**config.mk**
```make
export PLATFORM = sky130hd
export DESIGN_NAME = psum_accumulator
export DESIGN_NICKNAME = d
export VERILOG_FILES = /design/src/rtl/psum_accumulator.sv
export SDC_FILE = /design/constraint.sdc
export NUM_CORES = 1
export LEC_CHECK = 0
export BUFFER_PORTS_ARGS = -buffer_cell sky130_fd_sc_hd__buf_2
export CAP_MARGIN = 20
export CORE_UTILIZATION = 45
export DETAILED_ROUTE_END_ITERATION = 12
export GPL_ROUTABILITY_DRIVEN = 0
export PLACE_DENSITY = 0.65
export SETUP_SLACK_MARGIN = 0.2
export SYNTH_ARGS = -nofsm -noshare
export SYNTH_HDL_FRONTEND = slang
export SYNTH_SLANG_ARGS = --single-unit
```
**constraint.sdc**
```tcl
create_clock -name clk -period 7.1 [get_ports clk]
set_input_delay 1.42 -clock clk [delete_from_list [all_inputs] [get_ports clk]]
set_output_delay 1.42 -clock clk [all_outputs]
set_load 0.1 [all_outputs]
```
**src/rtl/psum_accumulator.sv**
```systemverilog
// Vertical psum accumulator: drains the local PE psum FIFO, adds the psum from the row below,
// and forwards results through a small registered output FIFO, pulsing done once a pass has fully left.
module psum_accumulator #(
   parameter int ADDER_WIDTH = 32,
   parameter int CONFIG_BIT  = 5,
   parameter int OUT_DEPTH   = 4
) (
   input  logic                   clk,
   input  logic                   rstn,
   input  logic                   en,
   input  logic                   start,
   input  logic                   first_row,
   input  logic [CONFIG_BIT-1:0]  out_count,
   input  logic                   pe_psum_empty,
   input  logic [ADDER_WIDTH-1:0] pe_psum_din,
   output logic                   pe_psum_ren,
   input  logic                   up_valid,
   input  logic [ADDER_WIDTH-1:0] up_data,
   output logic                   up_ready,
   output logic                   out_valid,
   output logic [ADDER_WIDTH-1:0] out_data,
   input  logic                   out_ready,
   output logic                   busy,
   output logic                   done
);

   // state | meaning
   // IDLE  | waiting for start
   // RUN   | accumulating and pushing out_count results
   // DRAIN | all results pushed, waiting for the output FIFO to empty
   // DONE  | one-cycle done pulse, then back to IDLE
   typedef enum logic [1:0] {S_IDLE, S_RUN, S_DRAIN, S_DONE} state_t;

   localparam int PW = $clog2(OUT_DEPTH);
   localparam int CW = PW + 1;

   state_t                  state_q, state_d;
   logic                    first_row_q;
   logic [CONFIG_BIT-1:0]   out_count_q;
   logic [CONFIG_BIT-1:0]   count_q;
   logic [ADDER_WIDTH-1:0]  mem_q [OUT_DEPTH];
   logic [PW-1:0]           wr_ptr_q, rd_ptr_q;
   logic [CW-1:0]           occ_q;
   logic                    ofifo_full, ofifo_empty;
   logic                    fire, pop, load;
   logic [ADDER_WIDTH-1:0]  sum;

   assign ofifo_full  = (occ_q == CW'(OUT_DEPTH));
   assign ofifo_empty = (occ_q == '0);

   // Full FIFO blocks the push even if a pop happens this cycle.
   assign fire = (state_q == S_RUN) & en & ~pe_psum_empty & (first_row_q | up_valid) & ~ofifo_full;
   assign pop  = out_valid & out_ready;
   assign sum  = pe_psum_din + (first_row_q ? '0 : up_data);

   assign pe_psum_ren = fire;
   assign up_ready    = fire & ~first_row_q;
   assign out_valid   = en & ~ofifo_empty;
   assign out_data    = ofifo_empty ? '0 : mem_q[rd_ptr_q];
   assign busy        = (state_q != S_IDLE);

   always_comb begin
      state_d = state_q;
      load    = 1'b0;
      done    = 1'b0;
      case (state_q)
         S_IDLE: begin
            if (start && en) begin
               load    = 1'b1;
               state_d = (out_count == '0) ? S_DONE : S_RUN;
            end
         end
         S_RUN: begin
            if (fire && (count_q == out_count_q - CONFIG_BIT'(1)))
               state_d = S_DRAIN;
         end
         S_DRAIN: begin
            if (en && (ofifo_empty || ((occ_q == CW'(1)) && pop)))
               state_d = S_DONE;
         end
         S_DONE: begin
            done = en;
            if (en)
               state_d = S_IDLE;
         end
         default: state_d = S_IDLE;
      endcase
   end

   always_ff @(posedge clk or negedge rstn) begin
      if (!rstn) begin
         state_q     <= S_IDLE;
         first_row_q <= 1'b0;
         out_count_q <= '0;
         count_q     <= '0;
         wr_ptr_q    <= '0;
         rd_ptr_q    <= '0;
         occ_q       <= '0;
      end else begin
         state_q <= state_d;
         if (load) begin
            first_row_q <= first_row;
            out_count_q <= out_count;
            count_q     <= '0;
         end else if (fire) begin
            count_q <= count_q + CONFIG_BIT'(1);
         end
         if (fire)
            wr_ptr_q <= wr_ptr_q + PW'(1);
         if (pop)
            rd_ptr_q <= rd_ptr_q + PW'(1);
         if (fire && !pop)
            occ_q <= occ_q + CW'(1);
         else if (!fire && pop)
            occ_q <= occ_q - CW'(1);
      end
   end

   // Storage needs no reset: occupancy and pointers define what is valid.
   always_ff @(posedge clk) begin
      if (fire)
         mem_q[wr_ptr_q] <= sum;
   end

endmodule

```
==> results.cfg <==
[setup_path]
end_kind = output pin
reg2regPathDepth = 11
cp.arrival_ns = 3.07
crit_path_max_fanout = 16
crit_cells = 5
crit_type = in -> out
worstSetupStartpointType = primary input
cp_cell_sequence = buf_2 -> nand2_1 -> a2111oi_4 -> nor2b_1 -> buf_2
crit_required_ns = 5.68
slowest_delay_ns = 0.76
cp_common_cell = buf_2
path_buf_inv = 2
cpMaxStageDelayCell = a2111oi_4
crit_family = compound AO/OA/AOI/OAI gates

[worst_hold_path]
hold_class = reg -> reg
worst_hold_path.num_cells = 2

[synth]
syn_nets = 725
ys_ff_latch = 148
netlist_area_mm2 = 0.007948
synth-async-reset-ratio_pct = 13.51
seq_area_frac_synth_pct = 54.66
yosys_most_used_dff = edfxtp_1
synth_top_area_share_pct = 48.36
yosysWarnings = 0
avgSynthCellArea_um2 = 13.22
yosys-top-cells-area = edfxtp_1, mux4_2, ha_1
synthCells = 601
ys_types = 53
synth_largest_area_cell = edfxtp_1
synth.most_common_cell = edfxtp_1
synth_top_cells_by_count = edfxtp_1, ha_1, nand2_1
synth_edf_count = 128

[final_layout]
final_util_pct = 54.25
nFillCells = 1497
fin_cells = 957
area_growth_pct = 18.06
antenna_cells = 0
seq_area_mm2 = 0.004345
fin_area_mm2 = 0.009383
drive_above_1_share_pct = 25.96
fin_nets = 843
multi_input_area_mm2 = 0.003466

[die]
rows = 48
chipWidth_um = 134.9
start_util_pct = 45.95
ios = 114
coreArea_mm2 = 0.01730
die-area_mm2 = 0.01820
die_height_um = 134.9

[sta]
fin_skew_ns = 0.007579
final-hold-violation-count = 0
setup_ws_ns = 2.612
slew_headroom_pct = 42.72
max_freq_mhz = 222.8
finalCritPeriodShare_pct = 63.21
rsz0062_at_grt = no
min_period_ns = 4.488
drv_slew = 0
tightest_slew_ns = 0.8592
setup_viol = 0
fin_setup_tns_ns = 0

[cts]
clock_latency_ns = 0.42
ctsHoldBuffers = 0
numCtsBuffers = 17
clockBufferDepth = 2
cts_sinks = 148
postCtsSetupRepairBufs = 0
cts_tree = built
cts_root_buf = clkbuf_16
htreeDepth = 4
cts_resized = 0
path_clk_slew_ns = 0.06

[power_and_ir_drop]
ir_drop_v = 0.0002780
power_density_mw_per_mm2 = 493.0
p_leak_uw = 0.003712

[grt]
grt_pass1_wl_um = 26580
antenna_found_initial = 0
track_usage_pct = 19.34
grt_pass1_vias = 5116
overflow = 0
grt_max_degree = 36

[route]
drt_iter0_markers = 315
routed_wirelength_um = 16770
firstDrtPassIters = 4
drc = 0
post_drt_wl_per_cell_um = 17.53
vias = 5235
post_drt_via_cell_ratio = 5.470
ant_nets = 0

[place]
placed_area_mm2 = 0.008771
hpwl_um = 11380
io_buffers = 113
placed_cells = 925
dp_slack_ns = 2.595

[flow_run]
drv_cap = 0

[status]
status = completed
-- final timing paths --
path | to | slack, ns | start
min in group asynchronous | first_row_q | 0.94 | rstn
setup / recovery | up_ready | 2.61 | en
max in group asynchronous | rd_ptr_q[0] | 5.80 | rstn
hold / removal | out_count_q[4] | 0.51 | out_count_q[4]
setup reg to reg | mem_q[2][28] | 3.46 | first_row_q
hold reg to reg | out_count_q[4] | 0.51 | out_count_q[4]
-- layout make-up --
class                   instances  share of cell area [%]
clock buffers                  17                   4.534
clock inverters                15                   1.987
inverters                      14                  0.5601
multi-input cells             417                   36.94
flip-flops and latches        148                   46.31
well taps                     225                   3.000
repair buffers                121                   6.668
-- cell families after synthesis --
family	Yosys count	share of synthesized area, %
and+or+nand+nor	180	11.89
DFF	148	54.66
AOI/OAI and AO/OA	109	9.635
adders and majority gates	47	7.494
xor gates and xnor gates	42	4.628
muxes	39	9.965
buffers and inverters	36	1.732
-- worst min-delay path, cell delays in order, from the launching register on --
cell     delay (ns)
dfrtp_1        0.37
nand2_1        0.06
nand2_1        0.06
-- report_power, final --
| group | switching [µW] | total [µW] | internal [µW] |
|---|---|---|---|
| sequential | 92.4 | 1260 | 1170 |
| clock | 341 | 924 | 583 |
| combinational | 1760 | 2440 | 676 |
| total | 2200 | 4630 | 2430 |
-- per-stage QoR --
| step | total power [µW] | hold slack (ns) |
|---|---|---|
| detailed placement | 3728 | 0.4897 |
| global route | 4849 | 0.5278 |
| CTS | 4656 | 0.5080 |
| global placement | 3684 | 0.4916 |
| finish | 4625 | 0.5133 |
| floorplan | 3270 | 0.4665 |
-- registers in the layout, indices dropped and copies added, names as in the netlist --
signal and count:
wr_ptr_q 2, mem_q 128, out_count_q 5, count_q 5, rd_ptr_q 2, occ_q 3, first_row_q 1, state_q 2
-- layer usage --
layer	global-route usage (%)	part of all wire (%)	vias to the layer above
met4	7.928	1.5	0
met3	2.890	3.6	20
met5	0	0	-
met1	25.67	46	2566
li1	-	-	2514
met2	31.90	49	135
-- placed cells by master (no fill, tap or decap), types with 5 or more instances in the layout --
| cell type | count |
|---|---|
| a31oi_1 | 8 |
| buf_4 | 8 |
| and2_1 | 39 |
| nand4_1 | 5 |
| o311a_1 | 5 |
| nor3_1 | 6 |
| a21oi_1 | 27 |
| nor2b_1 | 35 |
| inv_1 | 14 |
| ha_1 | 46 |
| clkbuf_16 | 17 |
| a21o_1 | 17 |
| nand2_1 | 46 |
| nor2_1 | 23 |
| xor2_1 | 16 |
| edfxtp_1 | 128 |
| o21ai_1 | 7 |
| o21ai_0 | 13 |
| mux4_2 | 32 |
| nand2b_1 | 7 |
| mux2i_1 | 6 |
| nand3_1 | 11 |
| o211ai_1 | 5 |
| dfrtp_1 | 19 |
| buf_2 | 113 |
| xnor2_1 | 26 |
(Power assumes the default switching activity.)
